<file path="src/rtl/execute_stage_if.sv">
// Execute-stage port bundle: decode-side inputs, hazard-unit selects, E/M outputs.
// Pure wiring, no latency.
// No handshake; the hazard unit's stallE/flushE are the only backpressure.
interface execute_stage_if #(parameter int XLEN = 32);
    logic            stallE, flushE;
    logic [XLEN-1:0] rd1D, rd2D, immD, pcD;
    logic [4:0]      r1AddrD, r2AddrD, rdD;
    logic [3:0]      aluCtrlD;
    logic            aluSrcBD, regWriteD, memWriteD;
    logic [1:0]      resultSrcD;
    logic            branchD, jumpD, jalrD;
    logic [2:0]      funct3D;
    logic [1:0]      fwdAE, fwdBE;
    logic [XLEN-1:0] resultW;

    logic [4:0]      r1AddrE, r2AddrE, rdE;
    logic            regWriteE, resultSrcE0;
    logic [XLEN-1:0] aluResultM, writeDataM, pcPlus4M;
    logic [4:0]      rdM;
    logic            regWriteM, memWriteM;
    logic [1:0]      resultSrcM;
    logic            pcSrcE;
    logic [XLEN-1:0] pcTargetE;

    modport master (
        output stallE, flushE, rd1D, rd2D, immD, pcD, r1AddrD, r2AddrD, rdD,
               aluCtrlD, aluSrcBD, regWriteD, memWriteD, resultSrcD,
               branchD, jumpD, jalrD, funct3D, fwdAE, fwdBE, resultW,
        input  r1AddrE, r2AddrE, rdE, regWriteE, resultSrcE0,
               aluResultM, writeDataM, pcPlus4M, rdM, regWriteM, memWriteM,
               resultSrcM, pcSrcE, pcTargetE
    );

    modport slave (
        input  stallE, flushE, rd1D, rd2D, immD, pcD, r1AddrD, r2AddrD, rdD,
               aluCtrlD, aluSrcBD, regWriteD, memWriteD, resultSrcD,
               branchD, jumpD, jalrD, funct3D, fwdAE, fwdBE, resultW,
        output r1AddrE, r2AddrE, rdE, regWriteE, resultSrcE0,
               aluResultM, writeDataM, pcPlus4M, rdM, regWriteM, memWriteM,
               resultSrcM, pcSrcE, pcTargetE
    );
endinterface

</file>
<file path="src/rtl/execute_stage.sv">
// RV32I execute stage: ID/EX reg, forwarding muxes, ALU, EX/MEM reg; EXEC_BRANCH_EN adds branch resolve.
// Latency: D inputs reach the M outputs two clock edges later; pcSrcE/pcTargetE combinational in E.
// Backpressure: stallE holds ID/EX and injects a bubble into M; flushE bubbles ID/EX and wins over stall.
module execute_stage #(
    parameter int XLEN = 32
) (
    input logic             clk,
    input logic             rst,
    execute_stage_if.slave  bus
);
    typedef struct packed {
        logic [XLEN-1:0] rd1;
        logic [XLEN-1:0] rd2;
        logic [XLEN-1:0] imm;
        logic [XLEN-1:0] pc;
        logic [4:0]      r1;
        logic [4:0]      r2;
        logic [4:0]      rd;
        logic [3:0]      alu_ctrl;
        logic            alu_src_b;
        logic            reg_write;
        logic            mem_write;
        logic [1:0]      result_src;
    } idex_t;

    typedef struct packed {
        logic [XLEN-1:0] alu_result;
        logic [XLEN-1:0] write_data;
        logic [XLEN-1:0] pc_plus4;
        logic [4:0]      rd;
        logic            reg_write;
        logic            mem_write;
        logic [1:0]      result_src;
    } exmem_t;

    idex_t           e_q, e_d;
    exmem_t          m_q, m_d;
    logic [XLEN-1:0] src_a, write_data, src_b, alu_res;
    logic [4:0]      shamt;

    always_comb begin
        e_d            = '0;
        e_d.rd1        = bus.rd1D;
        e_d.rd2        = bus.rd2D;
        e_d.imm        = bus.immD;
        e_d.pc         = bus.pcD;
        e_d.r1         = bus.r1AddrD;
        e_d.r2         = bus.r2AddrD;
        e_d.rd         = bus.rdD;
        e_d.alu_ctrl   = bus.aluCtrlD;
        e_d.alu_src_b  = bus.aluSrcBD;
        e_d.reg_write  = bus.regWriteD;
        e_d.mem_write  = bus.memWriteD;
        e_d.result_src = bus.resultSrcD;
    end

    always_ff @(posedge clk or posedge rst) begin
        if (rst)              e_q <= '0;
        else if (bus.flushE)  e_q <= '0;
        else if (!bus.stallE) e_q <= e_d;
    end

    // Select code 11 falls through to register data, same as 00.
    always_comb begin
        case (bus.fwdAE)
            2'b01:   src_a = bus.resultW;
            2'b10:   src_a = m_q.alu_result;
            default: src_a = e_q.rd1;
        endcase
        case (bus.fwdBE)
            2'b01:   write_data = bus.resultW;
            2'b10:   write_data = m_q.alu_result;
            default: write_data = e_q.rd2;
        endcase
        src_b = e_q.alu_src_b ? e_q.imm : write_data;
        shamt = src_b[4:0];
    end

    always_comb begin
        alu_res = '0;
        case (e_q.alu_ctrl)
            4'b0000: alu_res = src_a + src_b;
            4'b0001: alu_res = src_a - src_b;
            4'b0010: alu_res = src_a & src_b;
            4'b0011: alu_res = src_a | src_b;
            4'b0100: alu_res = src_a ^ src_b;
            4'b0101: alu_res[0] = ($signed(src_a) < $signed(src_b));
            4'b0110: alu_res[0] = (src_a < src_b);
            4'b0111: alu_res = src_a << shamt;
            4'b1000: alu_res = src_a >> shamt;
            4'b1001: alu_res = $signed(src_a) >>> shamt;
            4'b1010: alu_res = src_b;
            default: alu_res = '0;
        endcase
    end

    // A stalled E instruction must not complete twice, so M sees a bubble.
    always_comb begin
        m_d            = '0;
        m_d.alu_result = alu_res;
        m_d.write_data = write_data;
        m_d.pc_plus4   = e_q.pc + XLEN'(4);
        if (!bus.stallE) begin
            m_d.rd         = e_q.rd;
            m_d.reg_write  = e_q.reg_write;
            m_d.mem_write  = e_q.mem_write;
            m_d.result_src = e_q.result_src;
        end
    end

    always_ff @(posedge clk or posedge rst) begin
        if (rst) m_q <= '0;
        else     m_q <= m_d;
    end

    assign bus.r1AddrE     = e_q.r1;
    assign bus.r2AddrE     = e_q.r2;
    assign bus.rdE         = e_q.rd;
    assign bus.regWriteE   = e_q.reg_write;
    assign bus.resultSrcE0 = e_q.result_src[0];
    assign bus.aluResultM  = m_q.alu_result;
    assign bus.writeDataM  = m_q.write_data;
    assign bus.pcPlus4M    = m_q.pc_plus4;
    assign bus.rdM         = m_q.rd;
    assign bus.regWriteM   = m_q.reg_write;
    assign bus.memWriteM   = m_q.mem_write;
    assign bus.resultSrcM  = m_q.result_src;

`ifdef EXEC_BRANCH_EN
    logic       branch_e, jump_e, jalr_e, cond;
    logic [2:0] funct3_e;

    always_ff @(posedge clk or posedge rst) begin
        if (rst || bus.flushE) begin
            branch_e <= 1'b0;
            jump_e   <= 1'b0;
            jalr_e   <= 1'b0;
            funct3_e <= 3'b000;
        end else if (!bus.stallE) begin
            branch_e <= bus.branchD;
            jump_e   <= bus.jumpD;
            jalr_e   <= bus.jalrD;
            funct3_e <= bus.funct3D;
        end
    end

    always_comb begin
        case (funct3_e)
            3'b000:  cond = (src_a == write_data);
            3'b001:  cond = (src_a != write_data);
            3'b100:  cond = ($signed(src_a) <  $signed(write_data));
            3'b101:  cond = ($signed(src_a) >= $signed(write_data));
            3'b110:  cond = (src_a <  write_data);
            3'b111:  cond = (src_a >= write_data);
            default: cond = 1'b0;
        endcase
    end

    assign bus.pcSrcE    = jump_e | jalr_e | (branch_e & cond);
    assign bus.pcTargetE = jalr_e ? ((src_a + e_q.imm) & ~XLEN'(1)) : (e_q.pc + e_q.imm);
`else
    assign bus.pcSrcE    = 1'b0;
    assign bus.pcTargetE = '0;
`endif
endmodule
</file>
<file path="src/flat_wrapper.sv">
// flat-port wrapper written by rule: the top's interface ports become plain ports
module execute_stage_flat 
#(
    parameter int XLEN = 32
)
  (clk, rst, bus_stallE, bus_flushE, bus_rd1D, bus_rd2D, bus_immD, bus_pcD, bus_r1AddrD, bus_r2AddrD, bus_rdD, bus_aluCtrlD, bus_aluSrcBD, bus_regWriteD, bus_memWriteD, bus_resultSrcD, bus_branchD, bus_jumpD, bus_jalrD, bus_funct3D, bus_fwdAE, bus_fwdBE, bus_resultW, bus_r1AddrE, bus_r2AddrE, bus_rdE, bus_regWriteE, bus_resultSrcE0, bus_aluResultM, bus_writeDataM, bus_pcPlus4M, bus_rdM, bus_regWriteM, bus_memWriteM, bus_resultSrcM, bus_pcSrcE, bus_pcTargetE);
  execute_stage_if #(.XLEN(XLEN)) bus_i ();
  input logic clk;
  input logic rst;
  input wire logic [$bits(bus_i.stallE)-1:0] bus_stallE;
  input wire logic [$bits(bus_i.flushE)-1:0] bus_flushE;
  input wire logic [$bits(bus_i.rd1D)-1:0] bus_rd1D;
  input wire logic [$bits(bus_i.rd2D)-1:0] bus_rd2D;
  input wire logic [$bits(bus_i.immD)-1:0] bus_immD;
  input wire logic [$bits(bus_i.pcD)-1:0] bus_pcD;
  input wire logic [$bits(bus_i.r1AddrD)-1:0] bus_r1AddrD;
  input wire logic [$bits(bus_i.r2AddrD)-1:0] bus_r2AddrD;
  input wire logic [$bits(bus_i.rdD)-1:0] bus_rdD;
  input wire logic [$bits(bus_i.aluCtrlD)-1:0] bus_aluCtrlD;
  input wire logic [$bits(bus_i.aluSrcBD)-1:0] bus_aluSrcBD;
  input wire logic [$bits(bus_i.regWriteD)-1:0] bus_regWriteD;
  input wire logic [$bits(bus_i.memWriteD)-1:0] bus_memWriteD;
  input wire logic [$bits(bus_i.resultSrcD)-1:0] bus_resultSrcD;
  input wire logic [$bits(bus_i.branchD)-1:0] bus_branchD;
  input wire logic [$bits(bus_i.jumpD)-1:0] bus_jumpD;
  input wire logic [$bits(bus_i.jalrD)-1:0] bus_jalrD;
  input wire logic [$bits(bus_i.funct3D)-1:0] bus_funct3D;
  input wire logic [$bits(bus_i.fwdAE)-1:0] bus_fwdAE;
  input wire logic [$bits(bus_i.fwdBE)-1:0] bus_fwdBE;
  input wire logic [$bits(bus_i.resultW)-1:0] bus_resultW;
  output wire logic [$bits(bus_i.r1AddrE)-1:0] bus_r1AddrE;
  output wire logic [$bits(bus_i.r2AddrE)-1:0] bus_r2AddrE;
  output wire logic [$bits(bus_i.rdE)-1:0] bus_rdE;
  output wire logic [$bits(bus_i.regWriteE)-1:0] bus_regWriteE;
  output wire logic [$bits(bus_i.resultSrcE0)-1:0] bus_resultSrcE0;
  output wire logic [$bits(bus_i.aluResultM)-1:0] bus_aluResultM;
  output wire logic [$bits(bus_i.writeDataM)-1:0] bus_writeDataM;
  output wire logic [$bits(bus_i.pcPlus4M)-1:0] bus_pcPlus4M;
  output wire logic [$bits(bus_i.rdM)-1:0] bus_rdM;
  output wire logic [$bits(bus_i.regWriteM)-1:0] bus_regWriteM;
  output wire logic [$bits(bus_i.memWriteM)-1:0] bus_memWriteM;
  output wire logic [$bits(bus_i.resultSrcM)-1:0] bus_resultSrcM;
  output wire logic [$bits(bus_i.pcSrcE)-1:0] bus_pcSrcE;
  output wire logic [$bits(bus_i.pcTargetE)-1:0] bus_pcTargetE;
  assign bus_i.stallE = bus_stallE;
  assign bus_i.flushE = bus_flushE;
  assign bus_i.rd1D = bus_rd1D;
  assign bus_i.rd2D = bus_rd2D;
  assign bus_i.immD = bus_immD;
  assign bus_i.pcD = bus_pcD;
  assign bus_i.r1AddrD = bus_r1AddrD;
  assign bus_i.r2AddrD = bus_r2AddrD;
  assign bus_i.rdD = bus_rdD;
  assign bus_i.aluCtrlD = bus_aluCtrlD;
  assign bus_i.aluSrcBD = bus_aluSrcBD;
  assign bus_i.regWriteD = bus_regWriteD;
  assign bus_i.memWriteD = bus_memWriteD;
  assign bus_i.resultSrcD = bus_resultSrcD;
  assign bus_i.branchD = bus_branchD;
  assign bus_i.jumpD = bus_jumpD;
  assign bus_i.jalrD = bus_jalrD;
  assign bus_i.funct3D = bus_funct3D;
  assign bus_i.fwdAE = bus_fwdAE;
  assign bus_i.fwdBE = bus_fwdBE;
  assign bus_i.resultW = bus_resultW;
  assign bus_r1AddrE = bus_i.r1AddrE;
  assign bus_r2AddrE = bus_i.r2AddrE;
  assign bus_rdE = bus_i.rdE;
  assign bus_regWriteE = bus_i.regWriteE;
  assign bus_resultSrcE0 = bus_i.resultSrcE0;
  assign bus_aluResultM = bus_i.aluResultM;
  assign bus_writeDataM = bus_i.writeDataM;
  assign bus_pcPlus4M = bus_i.pcPlus4M;
  assign bus_rdM = bus_i.rdM;
  assign bus_regWriteM = bus_i.regWriteM;
  assign bus_memWriteM = bus_i.memWriteM;
  assign bus_resultSrcM = bus_i.resultSrcM;
  assign bus_pcSrcE = bus_i.pcSrcE;
  assign bus_pcTargetE = bus_i.pcTargetE;
  execute_stage #(.XLEN(XLEN)) u_core (.clk(clk), .rst(rst), .bus(bus_i));
endmodule
</file>
<file path="config.mk">
export PLATFORM = sky130hd
export DESIGN_NAME = execute_stage_flat
export DESIGN_NICKNAME = d
export VERILOG_FILES = /design/src/rtl/execute_stage_if.sv /design/src/rtl/execute_stage.sv /design/src/flat_wrapper.sv
export SDC_FILE = /design/constraint.sdc
export NUM_CORES = 1
export LEC_CHECK = 0
export CAP_MARGIN = 25
export CORE_ASPECT_RATIO = 1.75
export CORE_UTILIZATION = 61
export CTS_BUF_LIST = sky130_fd_sc_hd__clkbuf_16
export DETAILED_ROUTE_END_ITERATION = 6
export DONT_BUFFER_PORTS = 1
export PLACE_DENSITY = 0.77
export SETUP_SLACK_MARGIN = 0.1
export SLEW_MARGIN = 20
export SYNTH_ARGS = -nofsm -noshare
export SYNTH_HDL_FRONTEND = slang
export SYNTH_SLANG_ARGS = --single-unit
export TNS_END_PERCENT = 10
</file>
<file path="constraint.sdc">
create_clock -name clk -period 11.9 [get_ports clk]
set_clock_uncertainty 0.05 [all_clocks]
set_input_delay 1.785 -clock clk [delete_from_list [all_inputs] [get_ports clk]]
set_output_delay 1.785 -clock clk [all_outputs]
set_load 0.02 [all_outputs]
</file>
* After elaboration in Yosys (flattened, before gate mapping)
Index checks and enable logic that the tools add are counted.
** Cells by class
- Eq/ne operators :: 15
- Add/sub/neg operators :: 3
- Bitwise logic cells :: 3
- Mux-type cells :: 8
- Reductions and logical operators :: 1
- Magnitude comparators :: 2
- Shift-type cells :: 3
** Operators with widths (number)
- 152-bit two-way mux :: 2
- 31-bit case mux with 9 select lines :: 1
- 32-bit case mux with 2 select lines :: 2
- 32-bit less-than comparator :: 2
- 32-bit by 3-bit adder with 32-bit output, second input constant :: 1
- 32-bit adder :: 1
- 32-bit AND :: 1
- 32-bit two-way mux :: 1
- 32-bit bitwise OR :: 1
- 32-bit by 5-bit left shift with 32-bit output :: 1
- 32-bit by 5-bit >> shifter with 32-bit output :: 1
- 32-bit by 5-bit >>> shifter with 32-bit output :: 1
- 32-bit subtractor :: 1
- 32-bit XOR :: 1
- 4-bit by 3-bit == test with 1-bit output, second input constant :: 4
- 4-bit == test, second input constant :: 3
- 1-bit case mux with 11 select lines :: 1
- 9-bit two-way mux :: 1
- 4-bit by 2-bit == test with 1-bit output, second input constant :: 2
- 2-bit by 1-bit == test with 1-bit output, second input constant :: 2
- 2-bit == test, second input constant :: 2
- 4-bit by 1-bit == test with 1-bit output, second input constant :: 1
- 4-bit zero test :: 1
- 2-bit by 1-bit inequality test with 1-bit output, second input constant :: 1
** Storage, ports and cells
- Register bits after elaboration :: 257
- Output and inout port bits :: 155
- Logic and storage cells :: 54
- Bits of input ports :: 198

* Logic depth before layout (Yosys ltp)
Gate-level depths: netlist of run 1.
- Depth after elaboration :: 5
- Gate-level depth with buffers :: 22
- Mapped depth without buffers :: 18

* Worst setup path after synthesis of run 1
No wires, ideal clock.
- Kind :: input to register
- From :: in bus_fwdBE[0]
- To :: reg u_core.m_q (netlist bit u_core.bus.aluResultM[30])
- Buffers on the path :: 5
- Path slack :: 5718 ps
- Required time :: 11767 ps
- Arrival time :: 6048 ps
- Setup time :: 83 ps
- Stages :: 20
- Cell sequence :: inv_1 -> ha_1 -> buf_4 -> or3b_1 -> o311ai_4 -> buf_2 -> buf_2 -> buf_1 -> buf_2 -> ha_1 -> nor2b_1 -> o2111ai_1 -> a211o_1 -> a31oi_1 -> o2111ai_1 -> a221o_1 -> o21a_1 -> o21ai_0 -> mux2_2 -> o22ai_1
** Between the ends
- Cells in the longest elaborated chain, start to end :: 5
- Elaborated cells on any way between the ends :: 13
- Classes of those cells :: add/sub (2); eq/ne (2); shift (3); mux (3); bitwise (3)
** RTL lines
- start, declared :: RTL line flat_wrapper.sv:29 : input wire logic [$bits(bus_i.fwdBE)-1:0] bus_fwdBE;
- 2-bit == test or 2-bit by 1-bit == test with 1-bit output (tied branches) :: RTL line execute_stage.sv:70 : case (bus.fwdBE)
- 32-bit case mux with 2 select lines (*) :: RTL line execute_stage.sv:70
- 32-bit two-way mux (*) :: RTL line execute_stage.sv:75 : src_b = e_q.alu_src_b ? e_q.imm : write_data;
- 32-bit subtractor (tied with other cells) :: RTL line execute_stage.sv:83 : 4'b0001: alu_res = src_a - src_b;
- 31-bit case mux with 9 select lines (*) :: RTL line execute_stage.sv:81 : case (e_q.alu_ctrl)
- net u_core.alu_res[30] :: RTL line execute_stage.sv:38 : logic [XLEN-1:0] src_a, write_data, src_b, alu_res;
- end signal, assigned :: RTL line execute_stage.sv:113 : else m_q <= m_d;
- end, declared :: RTL line execute_stage.sv:37 : exmem_t m_q, m_d;
Mark *: on every way through the listed nets, which the timed path passes. The rest lies on a longest branch.
A chain may end at the register's enable or synchronous reset.

* Final worst setup path of run 1
- From :: in bus_fwdBE[0]
- To :: reg u_core.m_q (netlist bit u_core.bus.aluResultM[0])
** Between the ends
- Cells in the longest elaborated chain, start to end :: 5
- Elaborated cells on any way between the ends :: 15
- Classes of those cells :: add/sub (2); order compare (2); eq/ne (2); shift (3); mux (3); bitwise (3)
** RTL lines (RTL line)
- 2-bit == test or 2-bit by 1-bit == test with 1-bit output (tied branches) :: execute_stage.sv:70
- 32-bit case mux with 2 select lines (*) :: execute_stage.sv:70
- 32-bit two-way mux (*) :: execute_stage.sv:75
- 32-bit subtractor (tied with other cells) :: execute_stage.sv:83
- 1-bit case mux with 11 select lines (*) :: execute_stage.sv:81
- net u_core.alu_res[0] :: execute_stage.sv:38
Marked as above.

==> results of run 1 <==
[path summary, 6_finish.rpt]
kind,startpoint,end,slack (ns)
setup / recovery,bus_fwdBE[0],u_core.bus.aluResultM[0],4.84
hold / removal,u_core.e_q[25],u_core.bus.pcPlus4M[1],0.33
setup reg to reg,u_core.e_q[4],u_core.bus.aluResultM[0],6.05
hold reg to reg,u_core.e_q[25],u_core.bus.pcPlus4M[1],0.33
max in group asynchronous,rst,u_core.e_q[106],9.19
min in group asynchronous,rst,u_core.e_q[25],1.18
[layer usage]
layer	GRT usage, %	part of all wire (%)	vias up
li1	-	-	8171
met1	47.9	35	9035
met2	73.7	48	1151
met3	7.52	8.9	290
met4	30.2	7.6	0
met5	0	0	-
[final cells by class]
cell class                      count  area (sq um)  area share [%]
Clock inverter                     17           119           0.579
Clock buffer                       25           626            3.05
Antenna cell                        6          15.0          0.0732
Tap cell                          400           500            2.44
Inverter                          132           508            2.48
Multi-Input combinational cell   1803         12000            58.5
Timing Repair Buffer               41           312            1.52
Sequential cell                   257          6430            31.4
[registers in the layout, summed over array words and instances, names as in the netlist, 2 cells and up]
register and cells:
u_core.bus.r1AddrE 5, u_core.bus.resultSrcM 2, u_core.e_q 135, u_core.bus.writeDataM 32, u_core.bus.pcPlus4M 32, u_core.bus.r2AddrE 5, u_core.bus.rdM 5, u_core.bus.aluResultM 32
u_core.bus.rdE 5
[stage by stage]
| stage | util [%] | power, mW |
|---|---|---|
| 6_report | 63.9 | 3.13 |
| 4_1_cts | 63.8 | 3.10 |
| 2_1_floorplan | - | 2.02 |
| 5_1_grt | 63.9 | 3.26 |
| 3_5_place_dp | 61.5 | 2.36 |
| 3_3_place_gp | 61.5 | 2.35 |
[kinds of logic after synthesis]
kind of cell,share of synthesized area [%]
muxes,14.0
and+or+nand+nor,14.2
buffers and inverters,7.99
AOI/OAI and AO/OA,23.3
xor gates and xnor gates,1.50
other,0.0189
DFF,32.3
adders and majority gates,6.62
[cell usage after synthesis (all sizes together) (21+ instances only)]
cell / number / area, sq um
a221oi: 35 / 313
o211ai: 21 / 158
xnor2: 23 / 201
clkbuf: 103 / 387
o21ai: 211 / 1060
inv: 132 / 500
nand2: 207 / 777
nand3: 34 / 170
mux2: 24 / 274
a221o: 40 / 400
nor3: 28 / 140
o22ai: 30 / 188
a21oi: 131 / 656
nor2: 304 / 1140
dfrtp: 257 / 6430
nor2b: 26 / 163
a211oi: 30 / 235
ha: 102 / 1280
mux2i: 243 / 2430
a22oi: 52 / 409
buf: 114 / 702
[report_power, final]
| group | internal (mW) | switching, mW |
|---|---|---|
| combinational | 0.406 | 0.816 |
| clock | 0.404 | 0.336 |
| sequential | 0.968 | 0.204 |
| total | 1.78 | 1.36 |
==> key figures, run 1 <==
STA
  • Fin crit share: 59.3%
  • Fin Hold WS: 0.327 ns
  • RSZ-0062 raised after global routing: no
  • Slew @ Worst Pin: 1.10 ns
  • Endpoints failing setup: 0
  • Fmax: 142 MHz
  • Final Hold Viols: 0
  • Slew HR: 25.0%
  • Pins Over Slew Limit: 0
  • Min Tclk post-route: 7.06 ns
  • Setup ws final: 4.84 ns
  • Setup TNS: 0 ns

Worst setup path
  • CP required: 12.22 ns
  • Worst setup SP type: primary input
  • Largest delay share family, worst path: compound AO/OA/AOI/OAI gates
  • Worst Path Buf+Inv: 5
  • CP Class: primary input to flip-flop
  • CP arrival: 7.38 ns
  • Reg2Reg Depth: 16
  • Crit. End Element: flip-flop
  • Critical-path cell list: inv_1, ha_1, buf_4, nor2b_1, o31a_2, buf_4, inv_2, buf_4, fa_1, nor2b_1, o2111ai_1, a211o_1, a31oi_1, o2111ai_1, a221o_1, o221ai_1, a21oi_1, o311ai_0, o2111ai_1
  • Critical path depth in cells: 19
  • Critical path's slowest cell: buf_4
  • Worst-path maximum fanout: 58
  • Slowest stage delay, CP: 0.53 ns

Route
  • WL final: 72900 um
  • Vias/cell: 6.96
  • DRC violations left: 169
  • Vias post-DR: 18600
  • DRT Pass-1 Iters: 7
  • 1st-iter DRT viols: 1726
  • WL per Instance: 27.2 um
  • ANT nets after route: 0

Global route
  • Initial antenna violation count: 5
  • First-pass GRT wire length: 108000 um
  • GR Util All Layers: 42.7%
  • Pin count of the biggest net entering global routing: 162
  • GRT Residual Overflow: 0
  • Vias in the first global route: 17800

Run status
  • Status: complete, but fails checks
  • Failing checks: DRC

Clocking
  • CTS buffer count: 24
  • Root Buffer: clkbuf_16
  • CTS tree: yes
  • Clock latency on the worst-skew pair: 0.53 ns
  • CTS Hold Buffers Added: 0
  • Clk sinks: 257
  • Cts repair resizes: 0
  • Post-CTS setup buffers: 0
  • H-tree lvl count: 1
  • Clock Path Buffers: 3
  • Clock-pin slew on the worst setup and hold paths: 0.06 ns

Floorplanning
  • Starting Density: 61.9%
  • Die width: 138 um
  • Io pins: 353
  • Num rows: 87
  • Core area: 32100 sq um
  • Die area: 33300 sq um
  • Die height: 241 um

Cells and area
  • Layout cells sized above 1: 5.58%
  • Final Non-Filler Cells: 2681
  • Number of nets in the layout: 2561
  • Fin area: 20500 sq um
  • Most frequent cells in the layout: 304 x nor2_1, 256 x dfrtp_1, 243 x mux2i_1
  • P&R area growth vs syn: 3.17%
  • Filler Cell Count: 2697
  • Most common cell after layout, fill and taps aside: nor2_1

Place
  • Cell total after placement: 2633
  • Dpl cell area: 19700 sq um
  • GP Congestion: 1.01
  • Dpl ws: 4.38 ns
  • Dpl hpwl: 55400 um
  • IO Port Bufs: 0

Yosys
  • Share of the yosys chip area belonging to registers: 32.3%
  • #FFs+latches synth: 257
  • Synth warn: 0
  • Synth cell types: 77
  • Synth Instances: 2377
  • Main synth FF type: dfrtp_1
  • Syn Std Cell Area: 19900 sq um
  • Post-synth ARST share: 100%
  • Avg Inst Size Synth: 8.36 sq um
  • Number of flops mapped to enable cells by yosys: 0

Job
  • Max cap viols: 0

Hold path
  • Hold path cells: 0
  • Hold/Removal Path Class: flip-flop to flip-flop

Power
  • Worst IR Drop VDD: 0.0990 mV
  • Cell area power density: 153 nW/um^2
  • Static Leakage: 9.56 nW
(Power assumes the default switching activity.)
==> run 2: changes to the inputs <==
==> constraint.sdc (replaced) <==
create_clock -name clk -period 6.6 [get_ports clk]
set_clock_uncertainty 0.05 [all_clocks]
set_input_delay 0.99 -clock clk [delete_from_list [all_inputs] [get_ports clk]]
set_output_delay 0.99 -clock clk [all_outputs]
set_load 0.02 [all_outputs]
==> key figures, run 2 (synthesis gave the netlist of run 1 again) <==
STA
  • Endpoints failing setup: 0
  • RSZ-0062 raised after global routing: no
  • Min Tclk post-route: 5.69 ns
  • Fin Hold WS: 0.190 ns
  • Fin crit share: 86.2%
  • Setup ws final: 0.909 ns
  • Slew HR: 29.9%
  • Final Hold Viols: 0
  • Slew @ Worst Pin: 1.04 ns
  • Pins Over Slew Limit: 0
  • Setup TNS: 0 ns
  • Fmax: 176 MHz

Global route
  • GRT Residual Overflow: 0
  • Initial antenna violation count: 10
  • GR Util All Layers: 50.0%
  • First-pass GRT wire length: 123000 um
  • Vias in the first global route: 18900
  • Pin count of the biggest net entering global routing: 163

Route
  • ANT nets after route: 0
  • DRT Pass-1 Iters: 7
  • Vias post-DR: 19400
  • 1st-iter DRT viols: 2273
  • Vias/cell: 7.14
  • DRC violations left: 167
  • WL final: 84200 um
  • WL per Instance: 31.1 um

Place
  • IO Port Bufs: 0
  • GP Congestion: 1.04
  • Dpl ws: 0.510 ns
  • Dpl hpwl: 63000 um
  • Dpl cell area: 19900 sq um
  • Cell total after placement: 2655

Clocking
  • CTS buffer count: 24
  • Clock latency on the worst-skew pair: 0.54 ns
  • Post-CTS setup buffers: 0
  • Root Buffer: clkbuf_16
  • Clk sinks: 257
  • Cts repair resizes: 0
  • CTS tree: yes
  • CTS Hold Buffers Added: 0
  • Clock Path Buffers: 3
  • Clock-pin slew on the worst setup and hold paths: 0.07 ns
  • H-tree lvl count: 1

Floorplanning
  • Core area: 32100 sq um
  • Die area: 33300 sq um
  • Num rows: 87
  • Io pins: 353
  • Die width: 138 um
  • Starting Density: 61.9%
  • Die height: 241 um

Cells and area
  • Most frequent cells in the layout: 304 x nor2_1, 256 x dfrtp_1, 243 x mux2i_1
  • Final Non-Filler Cells: 2710
  • Final core utilization: 64.6%
  • Layout cells sized above 1: 6.57%
  • P&R area growth vs syn: 4.38%
  • Most common cell after layout, fill and taps aside: nor2_1
  • Fin area: 20800 sq um
  • Max reg flops: 135
  • Number of nets in the layout: 2584
  • Reg with most FFs: u_core.e_q

Worst setup path
  • Slowest stage delay, CP: 0.48 ns
  • Worst setup SP type: primary input
  • Worst-path maximum fanout: 22
  • CP Class: primary input to flip-flop
  • Worst reg2reg setup slack: 1.14 ns
  • Critical-path cell list: inv_1, ha_1, buf_4, a221o_1, o21ai_0, o21ai_0, ha_1, or2_2, o32a_1, a31oi_1, o2111ai_1, a221o_1, o221ai_1, a21oi_1, o311ai_0, o2111ai_1
  • CP required: 6.92 ns
  • CP arrival: 6.01 ns
  • Crit. End Element: flip-flop
  • Reg-to-Reg End: u_core.bus.aluResultM[0]
  • Critical R2R Launch: u_core.e_q[4]
  • Reg2Reg Depth: 16
  • Critical path's slowest cell: o21ai_0

Job
  • Max cap viols: 0

Power
  • Sw Pwr: 2.58 mW
  • Power share of the combinational group: 39.7%
  • Static Leakage: 9.71 nW
  • Internal cell power: 3.28 mW
  • Reg power frac: 36.3%
  • Switching Fraction: 44.1%
  • Worst IR Drop VDD: 0.182 mV
  • Overall power: 5.86 mW
  • Cell area power density: 282 nW/um^2
  • Clock Power Share: 24.0%

Hold path
  • Hold/Removal Path Class: primary input to asynchronous set/reset pin

Run status
  • Failing checks: DRC
  • Status: complete, but fails checks
## run 2: cell type report
type / count / area, sq um
antenna: 10 / 25.0
clock buffer: 25 / 626
clock inverter: 19 / 156
fill: 2548 / 11400
inverter: 132 / 504
multi-input combinational: 1803 / 12000
sequential: 257 / 6430
tap: 400 / 500
timing repair buffer: 64 / 505
## run 2: layer usage
metal | wire [um] | track usage [%] | vias up
met2 | 39100 | 82.3 | 1428
met4 | 9900 | 51.3 | 4
met3 | 8260 | 12.6 | 460
li1 | - | - | 8242
met5 | 78 | 1.46 | -
met1 | 26900 | 50.9 | 9228
## run 2: power by group through the flow
stage          clock network, mW  registers [mW]  logic, mW
2_1_floorplan                  0            2.03       1.62
3_3_place_gp                   0            2.13       2.19
3_5_place_dp                   0            2.14       2.22
4_1_cts                     1.39            2.11       2.23
5_1_grt                     1.45            2.13       2.47
6_report                    1.41            2.13       2.33
## run 2: worst max-delay path by stage
stage	slack, ns	startpoint	end	cells past startpoint
2_1_floorplan	1.21	bus_fwdBE[0]	u_core.bus.aluResultM[30]	20
3_3_place_gp	0.60	bus_fwdBE[0]	u_core.bus.aluResultM[0]	16
3_5_place_dp	0.51	bus_fwdBE[0]	u_core.bus.aluResultM[0]	16
4_1_cts	1.03	bus_fwdBE[0]	u_core.bus.aluResultM[0]	16
5_1_grt	0.80	bus_fwdBE[0]	u_core.bus.aluResultM[0]	16
6_report	0.91	bus_fwdBE[0]	u_core.bus.aluResultM[0]	16
## run 2: critical path: cells and delay by family
family	cells	cell delay [ns]
buffers and inverters	2	0.41
AO/OA/AOI/OAI	11	3.34
AND/OR/NAND/NOR	1	0.36
adder cells (fa/ha/maj)	2	0.90
